--- src/rtl/l4_result_tx.sv ---
// ---------------------------------------------------------------------------
// l4_result_tx
// Serialises the 36-bit layer-4 accumulated result over an 8N1 UART line.
// The result is zero-extended to 40 bits and sent as five back-to-back
// frames, least significant byte first. After the last frame a one-cycle
// tx_done pulse clears layer 4, and the block then waits for trmt to drop
// so that a still-asserted request cannot start a second transmission.
//
// Optional feature (macro L4_TX_CHECKSUM_EN): when defined, a sixth frame
// carrying the XOR of the five data bytes is sent before tx_done.
//
// Parameters:
//   BAUD_DIV  clock cycles per UART bit (434 = 50 MHz / 115200)
// Ports:
//   clk      clock, all logic on the rising edge
//   rst      synchronous active-high reset
//   trmt     level request: layer-4 result is ready
//   q        36-bit result, sampled once when a transmission starts
//   tx       registered UART serial output, idle high
//   tx_done  one-cycle pulse after the final stop bit
//   busy     high whenever the block is not idle
// ---------------------------------------------------------------------------
module l4_result_tx #(
  parameter int BAUD_DIV = 434
) (
  input  logic        clk,
  input  logic        rst,
  input  logic        trmt,
  input  logic [35:0] q,
  output logic        tx,
  output logic        tx_done,
  output logic        busy
);

`ifdef L4_TX_CHECKSUM_EN
  localparam int NFRAMES = 6;
  localparam int SR_W    = 48;
`else
  localparam int NFRAMES = 5;
  localparam int SR_W    = 40;
`endif

  localparam int CNT_W = (BAUD_DIV > 1) ? $clog2(BAUD_DIV) : 1;

  typedef enum logic [2:0] {
    IDLE,
    START,
    DATA,
    STOP,
    DONE,
    HOLD
  } state_t;

  state_t           state;
  logic [CNT_W-1:0] baud_cnt;
  logic [2:0]       bit_cnt;
  logic [2:0]       byte_cnt;
  logic [SR_W-1:0]  shift_sr;
  logic             baud_last;

`ifdef L4_TX_CHECKSUM_EN
  // XOR of the five transmitted data bytes, top byte zero-extended.
  function automatic logic [7:0] checksum(input logic [35:0] d);
    return d[7:0] ^ d[15:8] ^ d[23:16] ^ d[31:24] ^ {4'b0, d[35:32]};
  endfunction
`endif

  // Image loaded into the shift register when a transmission starts.
  function automatic logic [SR_W-1:0] load_image(input logic [35:0] d);
`ifdef L4_TX_CHECKSUM_EN
    return {checksum(d), 4'b0, d};
`else
    return {4'b0, d};
`endif
  endfunction

  assign baud_last = (baud_cnt == CNT_W'(BAUD_DIV - 1));

  always_ff @(posedge clk) begin
    if (rst) begin
      state    <= IDLE;
      tx       <= 1'b1;
      tx_done  <= 1'b0;
      busy     <= 1'b0;
      baud_cnt <= '0;
      bit_cnt  <= '0;
      byte_cnt <= '0;
      shift_sr <= '0;
    end else begin
      tx_done <= 1'b0;
      case (state)
        IDLE: begin
          if (trmt) begin
            shift_sr <= load_image(q);
            byte_cnt <= '0;
            bit_cnt  <= '0;
            baud_cnt <= '0;
            tx       <= 1'b0;
            busy     <= 1'b1;
            state    <= START;
          end
        end

        START: begin
          if (baud_last) begin
            baud_cnt <= '0;
            bit_cnt  <= '0;
            tx       <= shift_sr[0];
            state    <= DATA;
          end else begin
            baud_cnt <= baud_cnt + 1'b1;
          end
        end

        // The register shifts once per data bit, so after eight bits the
        // next byte is already sitting in the low end.
        DATA: begin
          if (baud_last) begin
            baud_cnt <= '0;
            shift_sr <= shift_sr >> 1;
            if (bit_cnt == 3'd7) begin
              tx    <= 1'b1;
              state <= STOP;
            end else begin
              tx      <= shift_sr[1];
              bit_cnt <= bit_cnt + 1'b1;
            end
          end else begin
            baud_cnt <= baud_cnt + 1'b1;
          end
        end

        STOP: begin
          if (baud_last) begin
            baud_cnt <= '0;
            if (byte_cnt == 3'(NFRAMES - 1)) begin
              state <= DONE;
            end else begin
              byte_cnt <= byte_cnt + 1'b1;
              tx       <= 1'b0;
              state    <= START;
            end
          end else begin
            baud_cnt <= baud_cnt + 1'b1;
          end
        end

        DONE: begin
          tx_done <= 1'b1;
          state   <= HOLD;
        end

        // Wait for the request to drop so a held trmt cannot re-trigger.
        HOLD: begin
          if (!trmt) begin
            busy  <= 1'b0;
            state <= IDLE;
          end
        end

        default: begin
          tx    <= 1'b1;
          busy  <= 1'b0;
          state <= IDLE;
        end
      endcase
    end
  end

endmodule

--- config.mk ---
export PLATFORM = sky130hd
export DESIGN_NAME = l4_result_tx
export DESIGN_NICKNAME = d
export VERILOG_FILES = /design/src/rtl/l4_result_tx.sv
export SDC_FILE = /design/constraint.sdc
export NUM_CORES = 1
export LEC_CHECK = 0
export CAP_MARGIN = 10
export CORE_MARGIN = 10
export CORE_UTILIZATION = 45
export DETAILED_ROUTE_END_ITERATION = 8
export MAX_ROUTING_LAYER = met4
export PLACE_DENSITY = 0.8
export SLEW_MARGIN = 20
export SYNTH_ARGS = -nofsm -noshare
export SYNTH_HDL_FRONTEND = slang
export SYNTH_SLANG_ARGS = --single-unit
--- constraint.sdc ---
create_clock -name clk -period 1.9 [get_ports clk]
set_input_delay 0.57 -clock clk [delete_from_list [all_inputs] [get_ports clk]]
set_output_delay 0.57 -clock clk [all_outputs]
set_load 0.01 [all_outputs]
==> results of run 1 <==
-- logic make-up after synthesis --
family	Yosys count	synth area share [%]
and+or+nand+nor	99	17.6
AOI/OAI and AO/OA	77	23.1
DFF	57	36.2
muxes	41	13.0
buffers and inverters	35	7.42
adders and majority gates	6	2.38
xor gates and xnor gates	1	0.278
-- stage by stage --
stage | util (%) | hold WS [ns] | TNS (ns)
after floorplan | - | 0.433 | 0
after global placement | 54.3 | 0.462 | -10.01
after detailed placement | 54.3 | 0.465 | -11.13
after CTS | 56.9 | 0.482 | 0
after global routing | 57.2 | 0.498 | -0.0222
final | 57.2 | 0.490 | 0
-- cells in the final DEF (no fill, tap or decap), types with 2 or more instances in the layout --
cell             instances
a211oi_1                 5
a211oi_2                31
a21oi_1                  8
a31o_2                   2
a31oi_1                  7
and3_1                   3
buf_12                   2
buf_4                   20
buf_6                    2
clkbuf_8                12
clkdlybuf4s50_1         39
clkinv_2                 3
dfxtp_1                 56
ha_1                     6
inv_1                    6
mux2i_1                 41
nand2_1                 13
nand2b_1                 2
nand3_1                  5
nand3b_1                 8
nand4_1                  2
nor2_1                  12
nor2b_1                  2
nor3_1                  41
nor4b_4                  2
o21ai_0                  5
-- final cells by class --
class                           count  area [µm²]  share of cell area (%)
Clock inverter                      3        15.0                   0.387
Clock buffer                       12         165                    4.25
Multi-Input combinational cell    224        1800                    46.3
Tap cell                           96         120                    3.09
Sequential cell                    57        1140                    29.4
Inverter                            6        22.5                   0.580
Timing Repair Buffer               65         621                    16.0
-- Yosys cell counts (2+ instances only) --
library cell	number	share of area, %
buf_6	2	0.71
nor2_1	12	1.4
buf_4	4	0.95
nor2b_1	2	0.40
clkbuf_1	10	1.2
ha_1	6	2.4
buf_1	3	0.36
dfxtp_1	57	36
mux2i_1	41	13
o21ai_0	5	0.79
buf_2	5	0.79
nand3b_1	8	1.9
a21oi_1	8	1.3
nand2b_1	2	0.40
a31o_2	2	0.56
inv_1	6	0.71
nand2_1	13	1.5
nand3_1	5	0.79
nor3_1	41	6.5
a31oi_1	7	1.4
a211oi_2	30	12
a211oi_1	6	1.4
and3_1	3	0.60
nand4_1	2	0.40
buf_12	4	2.5
-- layer usage --
metal	part of all wire [%]	wire length (µm)	vias up	track usage, %
li1	-	-	1292	-
met1	44	3140	1262	15.5
met2	50	3570	56	21.5
met3	3.3	237	16	2.91
met4	2.9	204	0	8.15
met5	0	0	-	-
-- power by group through the flow --
stage	Clock, mW	Combinational [mW]	Sequential, mW
2_1_floorplan	0	0.454	1.37
6_report	1.04	0.634	1.37
4_1_cts	1.06	0.634	1.37
3_3_place_gp	0	0.611	1.39
3_5_place_dp	0	0.630	1.39
5_1_grt	1.11	0.693	1.38
-- flip-flops by register name, indices dropped and copies added, names as in the netlist --
register and cells:
baud_cnt 9, shift_sr 36, bit_cnt 3, busy 1, byte_cnt 3, tx 1
state 3, tx_done 1
-- timing repair --
action | CTS | global route
endpoints found under the hold margin | 0 | 0
setup endpoints to repair | 0 | 23
gates resized for setup | 0 | 6
buffers inserted | 0 | 0
-- worst max-delay path by stage --
stage	start	to	slack, ns	depth (start not counted)
2_1_floorplan	baud_cnt[1]	shift_sr[0]	0.006	10
3_3_place_gp	trmt	shift_sr[35]	-0.29	5
3_5_place_dp	trmt	bit_cnt[0]	-0.33	5
4_1_cts	trmt	bit_cnt[0]	0.03	5
5_1_grt	baud_cnt[1]	baud_cnt[3]	-0.02	8
6_report	busy	busy	0.07	1
==> results.toml, run 1 <==
[detailed_routing]
routedWlPerCell_um = 15.5
ant_nets = 0
vias = 2626
drc = 0
wl_um = 7160
drtPass1Iterations = 5
drtIter0Drc = 208
avgViaCountPerCell = 5.67

[outcome]
status = "completed"

[finish]
drive_gt1_share_pct = 22.6
fin_cells = 463
antenna_cells = 0
nFillCells = 590
final_cell_area_um2 = 3880
final_nets = 408
syn2layout_area_growth_pct = 23.2

[floorplanning]
fp.dieH_um = 104
rows = 30
chipWidth_um = 104
die_area_um2 = 10800
start_util_pct = 46.4
core_area_um2 = 6790
io_pins = 42

[setup_path]
critPathKind = "flop to output pin"
reg2reg_depth = 8
critPathSlowestCell = "clkdlybuf4s50_1"
max_stage_delay_ns = 0.56
crit_buf_inv = 1
crit_path_end_kind = "output pin"
crit_chain = "clkdlybuf4s50_1"
cp_top_family = "buffers and inverters"
r2r-start = "baud_cnt[1]"
r2r_slack_ns = 0.09
path_max_fanout = 3
required_ns = 1.33
r2r-end = "baud_cnt[3]"
setup.worst_path.start_class = "flop"
crit_arrival_ns = 1.26

[power]
switching_power_uw = 844
power.total_mw = 3.04
p_int_mw = 2.20
p_seq_share_pct = 45.0
ir_drop_mv = 0.575
p_leak_nw = 1.33
switching_share_pct = 27.8
power_frac_comb_pct = 20.9
clkPwrFrac_pct = 34.1
power_density_nw_per_um2 = 783

[synth]
ys_seq_elements = 57
ys_types = 57
syn_nets = 361
synth_warnings = 0
syn_area_um2 = 3150
ys.flop_type = "dfxtp_1"
async_reset_ff_share_pct = 0
syn_inst = 316
synth_edf_count = 0
seq_area_frac_synth_pct = 36.2
synth.avg_cell_area_um2 = 9.97

[clock_tree]
insertion_delay_ns = 0.34
h-tree-depth = 3
cts.sinks = 57
cts_tree = "done"
clockBufferDepth = 2
clk_pin_slew_ns = 0.06
root_buffer = "clkbuf_8"
cts_made_buffers = 9
cts_hold_buffers = 0

[placed_design]
place_congestion = 0.862
pre_cts_slack_ns = -0.328
dpl.hpwl_um = 5070
io_buffers = 41
place_inst = 448
placed_area_um2 = 3690

[sta]
worst_slack_ns = 0.0662
setup_violations = 0
hold_viol_final = 0
fmax_ghz = 0.545
post-route-period-util_pct = 96.5
fin_skew_ns = 0.00778
max-slew-margin-rel_pct = 61.3
maxSlewViolCount = 0
period_needed_ns = 1.83
tightest_slew_ns = 0.566

[hold_path]
hp-class = "flop to flop"
holdCritStartpoint = "baud_cnt[8]"
worstHoldEndpoint = "baud_cnt[8]"
hold_depth = 1

[global_routing]
grt_max_degree = 26
overflow = 0
grtUsageTotal_pct = 13.6
grt_pass1_wl_um = 12000
antenna_found_initial = 0
first_global_vias = 2584

[flow_run]
max_cap_violations = 0
Note: power is estimated with default switching activity, not from simulation.
==> inputs of run 2 (changes only) <==
--- a/config.mk
+++ b/config.mk
@@ -5,12 +5,12 @@
 export SDC_FILE = /design/constraint.sdc
 export NUM_CORES = 1
 export LEC_CHECK = 0
-export CAP_MARGIN = 10
+export CAP_MARGIN = 20
 export CORE_MARGIN = 10
 export CORE_UTILIZATION = 45
 export DETAILED_ROUTE_END_ITERATION = 8
 export MAX_ROUTING_LAYER = met4
-export PLACE_DENSITY = 0.8
+export PLACE_DENSITY = 0.77
 export SLEW_MARGIN = 20
 export SYNTH_ARGS = -nofsm -noshare
 export SYNTH_HDL_FRONTEND = slang
==> constraint.sdc (replaced) <==
create_clock -name clk -period 2.1 [get_ports clk]
set_input_delay 0.63 -clock clk [delete_from_list [all_inputs] [get_ports clk]]
set_output_delay 0.63 -clock clk [all_outputs]
set_load 0.01 [all_outputs]
==> run 2 against run 1 <==
Net effect:
- hold slack better by 0.0068 ns
- final cell count increased by 0.22%
- sequential cell count unchanged
- clock power increased by 6%
- largest cell class unchanged
- critical path type unchanged
- critical path depth stayed put
- clock skew barely moved
- count of clock-buffer cells in the layout fell by 1
- total power decreased by 4.4%
- via count decreased by 2.8%
- register-to-register slack better by 0.15 ns
==> results.toml, run 2 (synthesis gave the netlist of run 1 again) <==
[outcome]
status = "completed"

[detailed_routing]
drtIter0Drc = 192
wl_um = 7030
drc = 0
ant_nets = 0
routedWlPerCell_um = 15.2
vias = 2553
avgViaCountPerCell = 5.50
drtPass1Iterations = 4

[setup_path]
critPathSlowestCell = "clkdlybuf4s50_1"
cp_top_family = "buffers and inverters"
setup.worst_path.start_class = "flop"
critPathKind = "flop to output pin"
crit_path_end_kind = "output pin"
r2r_slack_ns = 0.24
path_max_fanout = 3
required_ns = 1.47
crit_chain = "clkdlybuf4s50_1"
crit_buf_inv = 1
crit_arrival_ns = 1.25
max_stage_delay_ns = 0.57

[floorplanning]
fp.dieH_um = 104
io_pins = 42
chipWidth_um = 104
start_util_pct = 46.4
core_area_um2 = 6790
die_area_um2 = 10800
rows = 30

[power]
power.total_mw = 2.91
clkPwrFrac_pct = 37.9
power_frac_comb_pct = 19.2
p_leak_nw = 1.32
power_density_nw_per_um2 = 746
p_seq_share_pct = 42.9
ir_drop_mv = 0.410
switching_share_pct = 26.5
switching_power_uw = 771
p_int_mw = 2.14

[sta]
setup_violations = 0
maxSlewViolCount = 0
fin_skew_ns = 0.00807
fmax_ghz = 0.531
tightest_slew_ns = 0.496
hold_viol_final = 0
max-slew-margin-rel_pct = 66.0
rsz0062_at_grt = "no"
period_needed_ns = 1.88
post-route-period-util_pct = 89.6
worst_slack_ns = 0.218

[global_routing]
overflow = 0
first_global_vias = 2583
grtUsageTotal_pct = 13.5
grt_pass1_wl_um = 12200
antenna_found_initial = 0
grt_max_degree = 39

[finish]
largestRegisters = "shift_sr x36, baud_cnt x9"
mostFrequentLayoutCells = "dfxtp_1 (57), mux2i_1 (41), nor3_1 (41)"
ff_latch_area_um2 = 1140
antenna_cells = 0
drive_gt1_share_pct = 21.5
nFillCells = 590
multi_input_area_um2 = 1790
post-route-util_pct = 57.4
regMostFlops = "shift_sr"
final_nets = 408
largest_reg_flops = 36
syn2layout_area_growth_pct = 23.7
final_common_cell = "dfxtp_1"
fin_cells = 464

[placed_design]
place_inst = 448
pre_cts_slack_ns = -0.116
io_buffers = 41
place_congestion = 0.839
dpl.hpwl_um = 4970

[hold_path]
hp-class = "flop to flop"

[clock_tree]
clk_pin_slew_ns = 0.06
root_buffer = "clkbuf_8"
post_cts_buffers = 0
clockBufferDepth = 2
cts_tree = "done"
h-tree-depth = 3
cts_made_buffers = 9
cts.sinks = 57
insertion_delay_ns = 0.33
cts_resized = 0
cts_hold_buffers = 0

[flow_run]
max_cap_violations = 0
## run 2: cell types whose count changed in the layout (fill, tap and decap cells not counted), moves of 2 or more
cell        change
clkbuf_8        -3
clkinv_2        -2
clkinvlp_4      +2
bufinv_16       +2
buf_4           +2
clkbuf_1        +2
buf_6           -2
## run 2: path summary, 6_finish.rpt
kind | startpoint | endpoint | cells past startpoint
worst max-delay path | busy | busy | 1
worst min-delay path | bit_cnt[2] | bit_cnt[2] | 2
worst max register to register | baud_cnt[1] | shift_sr[5] | 7
worst min register to register | bit_cnt[2] | bit_cnt[2] | 2
## run 2: cell type report
| cell class | instances | share of cell area, % |
|---|---|---|
| Clock buffer | 11 | 3.37 |
| Clock inverter | 5 | 2.05 |
| Inverter | 6 | 0.578 |
| Multi-Input combinational cell | 224 | 46.0 |
| Sequential cell | 57 | 29.3 |
| Tap cell | 96 | 3.08 |
| Timing Repair Buffer | 65 | 15.7 |
## run 2: power by group through the flow
stage / clock network [mW] / registers, mW / logic (mW)
3_5_place_dp: 0 / 1.27 / 0.560
2_1_floorplan: 0 / 1.24 / 0.410
3_3_place_gp: 0 / 1.26 / 0.544
4_1_cts: 1.12 / 1.25 / 0.563
6_report: 1.10 / 1.25 / 0.559
5_1_grt: 1.18 / 1.26 / 0.615
## run 2: metrics by stage
stage / hold WS [ns] / TNS, ns / cell area [µm²]
global route: 0.523 / 0 / 3900
CTS: 0.500 / 0 / 3900
finish: 0.497 / 0 / 3900
global placement: 0.461 / -0.968 / 3690
floorplan: 0.433 / 0 / 3150
detailed placement: 0.490 / -1.11 / 3690
## run 2: routing by layer
metal,up-vias,track usage [%],routed length [µm]
met5,-,-,0
met4,0,5.37,46
met3,2,2.85,161
met2,30,21.4,3550
met1,1242,16.2,3270
li1,1279,-,-
==> inputs of run 3 (changes only) <==
--- a/config.mk
+++ b/config.mk
@@ -6,12 +6,12 @@
 export NUM_CORES = 1
 export LEC_CHECK = 0
 export CAP_MARGIN = 20
+export CORE_ASPECT_RATIO = 1.2
 export CORE_MARGIN = 10
 export CORE_UTILIZATION = 45
 export DETAILED_ROUTE_END_ITERATION = 8
 export MAX_ROUTING_LAYER = met4
 export PLACE_DENSITY = 0.77
-export SLEW_MARGIN = 20
 export SYNTH_ARGS = -nofsm -noshare
 export SYNTH_HDL_FRONTEND = slang
 export SYNTH_SLANG_ARGS = --single-unit
==> run 3 against run 2 <==
Net effect:
- sequential share of layout area hardly changed
- via count rose by 0.47%
- first-iteration DRC count down 73%
- setup slack lost 0.021 ns
- maximum frequency shrank 1.1%
- cell area increased by 0.13%
- highest routed layer unchanged
==> results.toml, run 3 (synthesis gave the netlist of run 1 again) <==
[sta]
max-slew-margin-rel_pct = 69.2
post-route-period-util_pct = 90.6
tightest_slew_ns = 0.463
fin_skew_ns = 0.00677
rsz0062_at_grt = "no"
worst_slack_ns = 0.197
hold_viol_final = 0
period_needed_ns = 1.90
maxSlewViolCount = 0
fmax_ghz = 0.526
setup_violations = 0

[clock_tree]
clk_pin_slew_ns = 0.06
cts_made_buffers = 9
cts_tree = "done"
h-tree-depth = 3
cts.sinks = 57
cts_hold_buffers = 0
root_buffer = "clkbuf_8"
insertion_delay_ns = 0.34
post_cts_buffers = 0
clockBufferDepth = 2
cts_resized = 0

[power]
p_int_mw = 2.09
ir_drop_mv = 0.528
p_seq_share_pct = 43.6
clkPwrFrac_pct = 36.0
power.total_mw = 2.85
switching_power_uw = 760
power_density_nw_per_um2 = 729
power_frac_comb_pct = 20.4
p_leak_nw = 1.34
switching_share_pct = 26.7

[placed_design]
pre_cts_slack_ns = -0.139
dpl.hpwl_um = 5020
place_congestion = 0.856
io_buffers = 41
place_inst = 440
placed_area_um2 = 3710

[finish]
drive_gt1_share_pct = 21.7
fin_cells = 455
syn2layout_area_growth_pct = 23.8
antenna_cells = 0
largestRegisters = "shift_sr x36, baud_cnt x9"
regMostFlops = "shift_sr"
final_common_cell = "dfxtp_1"
final_nets = 409
nFillCells = 623
final_cell_area_um2 = 3900
largest_reg_flops = 36
mostFrequentLayoutCells = "dfxtp_1 (57), mux2i_1 (41), nor3_1 (41)"

[floorplanning]
die_area_um2 = 10800
chipWidth_um = 96.4
fp.dieH_um = 112
start_util_pct = 46.3
io_pins = 42
rows = 33
core_area_um2 = 6810

[setup_path]
path_max_fanout = 4
required_ns = 2.31
crit_arrival_ns = 2.12
setup.worst_path.start_class = "primary input"
crit_path_end_kind = "flop"
critPathKind = "primary input to flop"
r2r_slack_ns = 0.21

[global_routing]
grt_pass1_wl_um = 11900
grtUsageTotal_pct = 13.9
overflow = 0
antenna_found_initial = 0
first_global_vias = 2551
grt_max_degree = 39

[detailed_routing]
drc = 0
drtIter0Drc = 52
vias = 2565
drtPass1Iterations = 4
avgViaCountPerCell = 5.64
wl_um = 6910
ant_nets = 0
routedWlPerCell_um = 15.2

[flow_run]
max_cap_violations = 0

[hold_path]
hp-class = "flop to flop"

[outcome]
status = "completed"
==> run 3: cell types whose count changed in the layout (fill, tap and decap cells not counted) <==
cell	previous run	this run
buf_12	2	4
buf_4	22	21
bufinv_16	2	1
clkbuf_1	2	1
clkbuf_8	9	11
clkinv_2	1	2
clkinvlp_4	2	0
==> run 3: path summary, 6_finish.rpt <==
kind | startpoint | end | cells past startpoint
setup / recovery | trmt | bit_cnt[0] | 5
hold / removal | baud_cnt[8] | baud_cnt[8] | 1
hold reg to reg | baud_cnt[8] | baud_cnt[8] | 1
setup reg to reg | baud_cnt[0] | shift_sr[32] | 6
==> run 3: metrics by stage <==
stage                     util, %  hold WS [ns]  TNS [ns]
after floorplan                 -         0.433         0
after global placement       54.4         0.470     -1.27
after detailed placement     54.4         0.465     -1.74
after CTS                    57.3         0.481         0
after global routing         57.3         0.488         0
final                        57.3         0.480         0
==> run 3: per-layer routing <==
layer / routed length [µm] / vias up / track usage, %
li1: - / 1285 / -
met1: 3260 / 1211 / 17.5
met2: 3260 / 55 / 20.5
met3: 239 / 14 / 3.16
met4: 148 / 0 / 5.92
met5: 0 / - / -
==> run 3: power by group through the flow <==
stage,Clock [mW],Combinational [mW],Sequential (mW)
5_1_grt,1.10,0.640,1.25
2_1_floorplan,0,0.410,1.24
3_3_place_gp,0,0.568,1.26
4_1_cts,1.05,0.585,1.24
6_report,1.03,0.580,1.24
3_5_place_dp,0,0.584,1.26
==> run 3: worst max-delay path, stage by stage <==
cell             delay, ns
clkdlybuf4s50_1       0.54
or4b_2                0.63
buf_4                 0.17
nand3b_1              0.07
mux2i_1               0.07
==> run 3: layout make-up <==
type | count | area [µm²] | area share [%]
Clock buffer | 12 | 155 | 3.98
Clock inverter | 3 | 40.0 | 1.03
Inverter | 6 | 22.5 | 0.577
Multi-Input combinational cell | 224 | 1790 | 45.9
Sequential cell | 57 | 1140 | 29.2
Tap cell | 87 | 109 | 2.79
Timing Repair Buffer | 66 | 643 | 16.5
